[src/rtl/jpeg_huffman_decoder.sv]
// Canonical JPEG Huffman decoder: builds MINCODE/MAXCODE/VALPTR, then decodes one bit per cycle.
// Optional invalid-code error state enabled by defining HUFF_DEC_ERR_EN.
module jpeg_huffman_decoder #(
  parameter int unsigned MAX_LEN = 16,
  parameter int unsigned NVAL    = 162
) (
  input  logic       clk,
  input  logic       rst,
  input  logic       load,
  input  logic [7:0] huff_count_in [0:MAX_LEN-1],
  input  logic [7:0] huff_val_in   [0:NVAL-1],
  output logic       tbl_ready,
  input  logic       bit_in,
  input  logic       bit_valid,
  output logic       bit_ready,
  output logic [7:0] sym_out,
  output logic [4:0] sym_len,
  output logic       sym_valid,
  input  logic       sym_ready,
  output logic       err
);

`ifdef HUFF_DEC_ERR_EN
  typedef enum logic [2:0] {StIdle, StBuild, StDecode, StHold, StErr} state_t;
`else
  typedef enum logic [2:0] {StIdle, StBuild, StDecode, StHold} state_t;
`endif

  state_t r_state, w_state_d;

  // Build-phase running state
  logic [3:0]  r_l;
  logic [16:0] r_code;
  logic [7:0]  r_k;

  // Derived tables, entry i describes code length i+1
  logic [16:0] r_mincode [0:MAX_LEN-1];
  logic [16:0] r_maxcode [0:MAX_LEN-1];
  logic [7:0]  r_valptr  [0:MAX_LEN-1];
  logic [MAX_LEN-1:0] r_empty;

  // Decode-phase state; acc never needs to hold more than 15 bits between cycles
  logic [14:0] r_acc;
  logic [3:0]  r_n;
  logic [7:0]  r_sym;
  logic [4:0]  r_len;
  logic        r_sym_valid;

  logic [7:0]  w_cnt;
  logic [15:0] w_acc_nx;
  logic [3:0]  w_ni;
  logic        w_match;
  logic        w_last;
  logic [7:0]  w_idx;
  logic [7:0]  w_sym;

  assign w_cnt    = huff_count_in[r_l];
  assign w_acc_nx = {r_acc, bit_in};
  assign w_ni     = r_n;
  assign w_last   = (r_n == 4'd15);
  assign w_match  = !r_empty[w_ni] && ({1'b0, w_acc_nx} <= r_maxcode[w_ni]);
  assign w_idx    = 8'({9'd0, r_valptr[w_ni]} + {1'b0, w_acc_nx} - r_mincode[w_ni]);
  assign w_sym    = (32'(w_idx) < NVAL) ? huff_val_in[w_idx] : 8'd0;

  always_comb begin
    w_state_d = r_state;
    unique case (r_state)
      StIdle:   w_state_d = StIdle;
      StBuild:  if (r_l == 4'd15) w_state_d = StDecode;
      StDecode: begin
        if (bit_valid) begin
          if (w_match) w_state_d = StHold;
`ifdef HUFF_DEC_ERR_EN
          else if (w_last) w_state_d = StErr;
`endif
        end
      end
      StHold:   if (sym_ready) w_state_d = StDecode;
`ifdef HUFF_DEC_ERR_EN
      StErr:    w_state_d = StErr;
`endif
      default:  w_state_d = StIdle;
    endcase
    if (load) w_state_d = StBuild;
  end

  always_ff @(posedge clk) begin
    if (rst) r_state <= StIdle;
    else     r_state <= w_state_d;
  end

  always_ff @(posedge clk) begin
    if (!rst && !load && r_state == StBuild) begin
      r_mincode[r_l] <= r_code;
      r_valptr[r_l]  <= r_k;
      r_empty[r_l]   <= (w_cnt == 8'd0);
      r_maxcode[r_l] <= r_code + {9'd0, w_cnt} - 17'd1;
    end
  end

  always_ff @(posedge clk) begin
    if (rst || load) begin
      r_l         <= 4'd0;
      r_code      <= 17'd0;
      r_k         <= 8'd0;
      r_acc       <= 15'd0;
      r_n         <= 4'd0;
      r_sym_valid <= 1'b0;
      if (rst) begin
        r_sym <= 8'd0;
        r_len <= 5'd0;
      end
    end else begin
      unique case (r_state)
        StBuild: begin
          r_code <= (r_code + {9'd0, w_cnt}) << 1;
          r_k    <= r_k + w_cnt;
          r_l    <= r_l + 4'd1;
        end
        StDecode: begin
          if (bit_valid) begin
            if (w_match) begin
              r_sym       <= w_sym;
              r_len       <= {1'b0, r_n} + 5'd1;
              r_sym_valid <= 1'b1;
              r_acc       <= 15'd0;
              r_n         <= 4'd0;
            end else if (w_last) begin
              r_acc <= 15'd0;
              r_n   <= 4'd0;
            end else begin
              r_acc <= w_acc_nx[14:0];
              r_n   <= r_n + 4'd1;
            end
          end
        end
        StHold: if (sym_ready) r_sym_valid <= 1'b0;
        default: ;
      endcase
    end
  end

`ifdef HUFF_DEC_ERR_EN
  logic r_err;
  always_ff @(posedge clk) begin
    if (rst || load) r_err <= 1'b0;
    else if (r_state == StDecode && bit_valid && !w_match && w_last) r_err <= 1'b1;
  end
  assign err = r_err;
`else
  assign err = 1'b0;
`endif

  assign tbl_ready = (r_state == StDecode) || (r_state == StHold);
  assign bit_ready = (r_state == StDecode);
  assign sym_out   = r_sym;
  assign sym_len   = r_len;
  assign sym_valid = r_sym_valid;

endmodule
[config.mk]
export PLATFORM = sky130hd
export DESIGN_NAME = jpeg_huffman_decoder
export DESIGN_NICKNAME = d
export VERILOG_FILES = /design/src/rtl/jpeg_huffman_decoder.sv
export SDC_FILE = /design/constraint.sdc
export NUM_CORES = 1
export LEC_CHECK = 0
export BUFFER_PORTS_ARGS = -buffer_cell sky130_fd_sc_hd__clkbuf_2
export CORE_AREA = 2 2 558 560
export DETAILED_ROUTE_END_ITERATION = 10
export DIE_AREA = 0 0 560 562
export GPL_TIMING_DRIVEN = 0
export SLEW_MARGIN = 0
export SYNTH_ARGS = -nofsm -noshare
export SYNTH_HDL_FRONTEND = slang
export SYNTH_SLANG_ARGS = --single-unit
[constraint.sdc]
create_clock -name clk -period 5.8 [get_ports clk]
set_clock_uncertainty 0.1 [all_clocks]
set_input_delay 0.29 -clock clk [delete_from_list [all_inputs] [get_ports clk]]
set_output_delay 0.29 -clock clk [all_outputs]
set_load 0.01 [all_outputs]
Yosys cells after proc, flatten, opt, wreduce, memory -nomap -nowiden
Memories as Yosys holds them, arrays and structs flattened. A register that Yosys moved wholly into a read port is not among the register bits.
Cells that the tools add are included.
{"block": "word_totals", "regBits": 80, "mem_bits_rw": 656, "in_bits": 1430, "output_inout_bits": 17, "word_cells": 109, "n_memories": 3}
{"memory": "r_maxcode", "depth": 16, "word_bits": 17, "rd": 1, "rd_clocked_by_memory_dff": 1, "wr": 1, "line": "38", "source": "logic [16:0] r_maxcode [0:MAX_LEN-1];"}
{"memory": "r_mincode", "depth": 16, "word_bits": 16, "rd": 1, "rd_clocked_by_memory_dff": 1, "wr": 1, "line": "37", "source": "logic [16:0] r_mincode [0:MAX_LEN-1];"}
{"memory": "r_valptr", "depth": 16, "word_bits": 8, "rd": 1, "rd_clocked_by_memory_dff": 1, "wr": 1, "line": "39", "source": "logic [7:0] r_valptr [0:MAX_LEN-1];"}
{"block": "op_classes", "addsub": 8, "n_lt_le_gt_ge": 7, "n_eq_ne": 14, "mux": 44, "bitwise": 2, "reduce_logical": 20}
{"operator": "$mux 8", "n": 10}
{"operator": "$bmux 8 s8", "n": 1}
{"operator": "$bmux 8 s4", "n": 1}
{"operator": "$mux 4", "n": 8}
{"operator": "$mux 15", "n": 2}
{"operator": "$mux 5", "n": 5}
{"operator": "$add 17x8->17", "n": 1}
{"operator": "$le 16x17->1", "n": 1}
{"operator": "$sub 17x1->17 const B", "n": 1}
{"operator": "$add 8x8->8", "n": 2}
{"operator": "$bwmux 16", "n": 1}
{"operator": "$reduce_and 4->1", "n": 4}
{"operator": "$mux 3", "n": 4}
{"operator": "$lt 4x5->1 const B", "n": 2}
{"operator": "$ge 9x9->1 const B", "n": 1}
{"operator": "$ne 3x3->1 const B", "n": 3}
{"operator": "$not 8->9", "n": 1}
{"operator": "$pmux 3 s3", "n": 1}
{"operator": "$add 4x1->4 const B", "n": 2}
{"operator": "$eq 4x4->1 const B", "n": 2}
{"operator": "$logic_not 8->1", "n": 1}
{"operator": "$lt 8x8->1 const B", "n": 1}
{"operator": "$mux 1", "n": 8}
{"operator": "$ne 2x2->1 const B", "n": 4}
{"operator": "other kinds (18)", "n": 28}

Longest topological paths before layout
Gate-level depths: netlist of the first run.
{"block": "logic_depth", "ltp_word": 11, "depth_mapped": 20, "mapped_depth_nobuf": 14}

Worst setup path after synthesis of the first run
Ideal clock, no wire load.
{"block": "synth_timing", "path_type": "register -> register", "from": "register with a tool-made name", "to": "register r_sym[6], in the netlist sym_out[6] (data pin)", "arrival_ns": 5.381, "required_ns": 5.444, "path_slack_ns": 0.063, "stages_incl_launch_ff": 18, "path_cell_list": "dfxtp_1 > buf_2 > buf_2 > buf_2 > buf_1 > mux4_2 > mux4_2 > fa_1 > ha_1 > nor2b_1 > o21ai_0 > a21o_1 > buf_2 > buf_2 > mux4_2 > a22oi_1 > nand4_1 > a22o_1"}
{"item": "end signal, assigned", "line": "123", "source": "r_sym <= w_sym;"}
{"item": "end, declared", "line": "45", "source": "logic [7:0] r_sym;"}

==> results of run 1 <==
[cell type report]
class	count	area (µm²)
Timing Repair Buffer	1506	8190
Sequential cell	595	17300
Antenna cell	67	168
Fill cell	34000	256000
Inverter	42	158
Tap cell	4120	5150
Buffer	173	1770
Multi-Input combinational cell	1195	17900
Clock buffer	70	1480
Clock inverter	36	364
[routing by layer]
metal  vias to the layer above  GRT usage (%)  share of wire, %
met3                       362           4.40               7.3
met5                         -              0              0.17
met2                      1856           33.1                52
met4                        76           5.16               3.2
met1                     15900           20.8                37
li1                      11900              -                 -
[timing repair]
action                                  in CTS  in global routing
buffers inserted                            14                 12
hold endpoints to repair                     3                  0
hold buffers                                 4                  0
endpoints found under the setup margin     248                136
resized for setup                          438                 30
gates cloned                                 1                  0
pin swaps                                   21                  7
[registers in the layout, indices dropped and copies added (netlist names), 8 cells and up, named ones only]
signal,cells
sym_out,8
r_maxcode,272
r_empty,16
r_k,8
r_valptr,128
r_acc,15
r_mincode,112
r_code,16
[stage by stage]
step,setup TNS [ns],total power [mW],std cells,area (µm²)
floorplan,0,6.05,2010,35500
global placement,-180.21,8.01,7575,47900
detailed placement,-186.59,8.05,7605,48500
CTS,0,12.0,7726,52100
global route,-0.00465,12.2,7768,52400
finish,0,11.8,7804,52500
[cells by family (layout without fill, tap and decap cells)]
family          count (synthesis)  after routing  synth area share (%)
simple gates                  319            319                  4.49
mux                           607            607                  37.8
other cells                     1             68                0.0106
fa+ha+maj                      51             51                  1.97
compound gates                172            172                  3.25
buf+inv                       220           1827                  2.56
xor+xnor                       45             45                  1.11
flops                         595            595                  48.8
[critical path, cell delays in order (launching register included)]
cell	delay (ns)
dfxtp_1	0.33
buf_6	0.23
buf_4	0.28
buf_4	0.27
mux4_2	0.35
mux4_2	0.52
fa_2	0.52
ha_4	0.32
buf_12	0.18
buf_12	0.17
clkbuf_8	0.29
mux4_2	0.36
mux4_2	0.56
a22oi_2	0.49
nand4b_1	0.22
a22o_1	0.23
[worst min path at each step]
stage	slack [ns]	to	startpoint
2_1_floorplan	0.26	r_state[0]	rst
3_3_place_gp	0.36	sym_valid	sym_valid
3_5_place_dp	0.36	sym_valid	sym_valid
4_1_cts	0.03	sym_valid	bit_valid
5_1_grt	0.08	sym_len[0]	load
6_report	0.07	sym_len[0]	load
[power by group]
part | internal, mW | leakage, nW | total, mW | switching, mW
Combinational | 1.35 | 12.8 | 3.29 | 1.93
Sequential | 4.73 | 5.39 | 4.76 | 0.0371
Clock | 2.06 | 0.909 | 3.77 | 1.71
[cells in the mapped netlist (all sizes together) (9+ instances only)]
cell    count
mux4      585
edfxtp    541
nand2     108
buf        89
clkbuf     89
nor2       55
dfxtp      54
nand3      52
a21oi      49
ha         43
inv        42
a22oi      33
xnor2      23
o21ai      22
xor2       22
and3       21
mux2i      21
nor3       17
a211oi     15
and2       11
a21o       10
nand4       9
nor2b       9
==> qor.txt, run 1 <==
share of the synthesized area in the top cell type = 45.8%
mean post-synth cell area = 17.6 µm²
Max-Cap Viols = 0
register area share after synthesis = 48.8%
input/output buffers = 1445
layout cells sized above 1 = 66.8%
Area Growth Syn to Fin = 47.9%
Pleak = 19.1 nW
Startpoint Class = flop
net count after synthesis = 3491
Nets = 5050
total gr overflow = 0
Tot GR Track Use = 18.1%
worst reg2reg path endpoint = sym_out[4]
Worst Hold Margin = 0.0650 ns
crit path max fanout = 19
critical path data required time = 6.11 ns
vias in the first global route = 30400
die area = 315000 µm²
Synth Warn # = 0
final hold vios = 0
commonest cells after routing, fill and taps aside = clkbuf_2, mux4_2, edfxtp_1
status = finished, final reports clean
initial antenna violation count = 167
clk_lat worst skew = 0.66 ns
Final WS setup = 0.0978 ns
Antenna Nets Post-Route = 0
Die Span Y = 562 µm
fin util = 17.0%
Root Buffer = clkbuf_16
Syn Inst Count = 2010
pin count of the biggest net entering global routing = 26
leading area contributor after synthesis = edfxtp_1
H-tree depth = 2
Area contributors post-synth = edfxtp_1, mux4_2, dfxtp_1
Worst setup EP type = flop
IO Pins = 1447
starting density of the core = 11.5%
critical path class = flop to flop
post-layout minimum cycle time = 5.70 ns
initial drt markers = 3136
worst hold stages = 2
CTS tree = built
post-detail-place hpwl = 260 mm
worst-margin pin slew = 1.13 ns
Netlist Area Pre-Place = 35500 µm²
row count = 204
First-pass DRT Iterations = 5
Reg clk slew, reported paths = 0.09 ns
r2r worst-path depth = 15
CP Data Arrival Time = 6.02 ns
DRC violations left = 0
DR WL/cell = 38.0 µm
EDFF count, synth = 541
first-pass GRT wire length = 363 mm
CTS Buf Count = 56
Die W = 560 µm
placer congestion estimate = 1.04
drt total wl = 297 mm
pwr dens = 225 nW/µm²
DR vias/cell = 3.86
Core Area = 308000 µm²
Synth cell types = 68
Max clock buf depth = 3
reg-to-reg slack, setup = 0.1 ns
pre-CTS setup slack = -4.09 ns
Async SR Flop Fraction = 0%
most common cell after layout, fill and taps aside = clkbuf_2
Clock Sinks = 595
max_slew headroom = 24.9%
Top FF cell, synth = edfxtp_1
Synth Register Bits = 595
Slew Limit Fails = 0
Hold WC Path Type = input port to flop
Max Fclk = 175 MHz
Finish-stage setup viols = 0
period utilization = 98.3%
Via Count = 30100
VDD IR max = 0.000219 V
crit path to = sym_out[4]
Power figures use the tool's default switching activity.
==> inputs of run 2 (changes only) <==
Settings changed: CELL_PAD_IN_SITES_DETAIL_PLACEMENT set to 1, CELL_PAD_IN_SITES_GLOBAL_PLACEMENT set to 2, CORE_AREA 2 2 558 560 to 2 2 572 574, DIE_AREA 0 0 560 562 to 0 0 574 576, PLACE_DENSITY_LB_ADDON set to 0.1.
==> qor.txt, run 2 (synthesis gave the netlist of run 1 again) <==
Worst Hold Margin = 0.0781 ns (+0.0131 ns)
Finish-stage setup viols = 0 (unchanged)
most common cell after layout, fill and taps aside = clkbuf_2
Max-Cap Viols = 0 (unchanged)
P_int = 8.72 mW (+7.1%)
fin util = 16.4% (-0.62 points)
Max stage delay on crit path = 0.59 ns (+0.03 ns)
VDD IR max = 0.000164 V (-25%)
Tot GR Track Use = 18.6% (+0.44 points)
placer congestion estimate = 0.899 (-13%)
Antenna Nets Post-Route = 0 (unchanged)
starting density of the core = 10.9% (-0.60 points)
Reg clk slew, reported paths = 0.06 ns (-0.03 ns)
First-pass DRT Iterations = 5 (unchanged)
status = finished, final reports clean
critical path data required time = 6.11 ns (about the same)
Root Buffer = clkbuf_16
initial antenna violation count = 138 (-17%)
DR vias/cell = 3.62 (-6.3%)
IO Pins = 1447 (unchanged)
Psw = 3.93 mW (+6.9%)
Max clock buf depth = 3 (unchanged)
final hold vios = 0 (unchanged)
Seq pwr share = 37.7% (-2.6 points)
CTS tree = built
DR WL/cell = 39.2 µm (+2.9%)
H-tree depth = 3 (+1)
pwr dens = 237 nW/µm² (+5.3%)
DRC violations left = 0 (unchanged)
Layout fillers = 36900 (+8.7%)
Biggest register = r_maxcode
Slew Limit Fails = 0 (unchanged)
commonest cells after routing, fill and taps aside = clkbuf_2, mux4_2, edfxtp_1
Max Fclk = 173 MHz (-1.5%)
total gr overflow = 0 (unchanged)
RSZ-0062 raised after global routing = yes
clk_lat worst skew = 0.67 ns (about the same)
drt total wl = 315 mm (+6.1%)
layout cells sized above 1 = 66.9% (about the same)
sequence of cells on the critical path = buf_12, buf_12, buf_6, mux4_2, mux4_2, inv_4, fa_2, ha_4, xnor2_2, clkbuf_16, clkbuf_2, mux4_2, a22oi_2, nand4b_1, a22o_1
vias in the first global route = 31800 (+4.6%)
clock power share = 37.1% (+5.2 points)
initial drt markers = 1756 (-44%)
CP Data Arrival Time = 6.09 ns (+0.07 ns)
combinational power share = 25.3% (-2.5 points)
post-layout minimum cycle time = 5.79 ns (+0.0876 ns)
max_slew headroom = 5.06% (-20 points)
worst-margin pin slew = 1.42 ns (+0.295 ns)
Worst setup EP type = flop
Pleak = 19.5 nW (+1.7%)
setup TNS = 0 ns (unchanged)
period utilization = 99.8% (+1.5 points)
switching fraction of total power = 31.1% (-0.044 points)
Die Span Y = 576 µm (+2.5%)
number of flip-flops in the largest register = 272 (unchanged)
crit-path most repeated cell = mux4_2
die area = 331000 µm² (+5.1%)
Design Power = 12.7 mW (+7.0%)
Hold WC Path Type = input port to flop
Via Count = 29100 (-3.4%)
row count = 210 (+2.9%)
Nets = 5086 (+0.71%)
CTS Buf Count = 76 (+36%)
delay-heaviest family, CP = multiplexers
Area Growth Syn to Fin = 50.4%
CP Buf/Inv Count = 6 (unchanged)
crit path max fanout = 10 (-9)
post-detail-place hpwl = 269 mm (+3.4%)
input/output buffers = 1445 (unchanged)
first-pass GRT wire length = 390 mm (+7.5%)
pin count of the biggest net entering global routing = 34 (+31%)
Clock Sinks = 595 (unchanged)
Core Area = 325000 µm² (+5.5%)
placed cells = 7825 (+2.9%)
Slowest cell on crit path = mux4_2
critical path class = flop to flop
Largest regs = r_maxcode x272, r_valptr x128, r_mincode x112
Layout Cells excl Fill = 8045 (+3.1%)
Startpoint Class = flop
Die W = 574 µm (+2.5%)
run 2: worst reg2reg max path: cells and delay by family (launching register included):
| kind | cells | cell delay, ns |
|---|---|---|
| mux | 3 | 1.63 |
| buf+inv | 6 | 1.35 |
| fa+ha+maj | 2 | 0.75 |
| compound gates | 2 | 0.75 |
| xor+xnor | 1 | 0.40 |
| flops | 1 | 0.34 |
| simple gates | 1 | 0.21 |
run 2: metrics by stage:
| step | setup WS (ns) | instance area (µm²) |
|---|---|---|
| 4_1_cts | 0.000515 | 53100 |
| 2_1_floorplan | 0.0632 | 35500 |
| 6_report | 0.0102 | 53300 |
| 3_3_place_gp | -4.65 | 48100 |
| 5_1_grt | -0.00176 | 53300 |
| 3_5_place_dp | -3.60 | 48800 |
run 2: repair_timing:
item,4_1_cts,5_1_grt
endpoints found under the setup margin,254,56
resized for setup,459,31
pin swaps,21,5
hold buffers,3,0
gates cloned,3,0
buffers inserted,43,2
endpoints found under the hold margin,2,0
run 2: layout make-up:
| type | instances | area (µm²) | area share [%] |
|---|---|---|---|
| Multi-Input combinational cell | 1195 | 17800 | 33.4 |
| Buffer | 175 | 1820 | 3.42 |
| Antenna cell | 36 | 90.1 | 0.169 |
| Sequential cell | 595 | 17300 | 32.5 |
| Clock buffer | 94 | 2020 | 3.79 |
| Tap cell | 4346 | 5440 | 10.2 |
| Clock inverter | 42 | 378 | 0.708 |
| Inverter | 42 | 160 | 0.300 |
| Timing Repair Buffer | 1520 | 8300 | 15.6 |
run 2: path summary, 6_finish.rpt:
path              from    endpoint  slack [ns]  depth (start not counted)
max reg2reg       flop  sym_out[4]        0.01                         15
min             bit_in    r_acc[0]        0.08                          3
max               flop  sym_out[4]        0.01                         15
min reg2reg  sym_valid   sym_valid        0.38                          2
run 2: metal layers:
metal	routed length (µm)	vias up	GRT usage [%]
li1	-	11900	-
met1	124000	15600	21.5
met2	170000	1229	35.6
met3	14500	312	3.33
met4	6950	34	3.03
met5	229	-	0
run 2: power by group through the flow:
stage	Sequential [mW]	Combinational [mW]	Clock, mW
5_1_grt	4.77	3.37	5.00
4_1_cts	4.77	3.32	4.86
3_5_place_dp	4.86	3.13	0
3_3_place_gp	4.86	3.11	0
6_report	4.77	3.20	4.69
2_1_floorplan	4.84	1.22	0
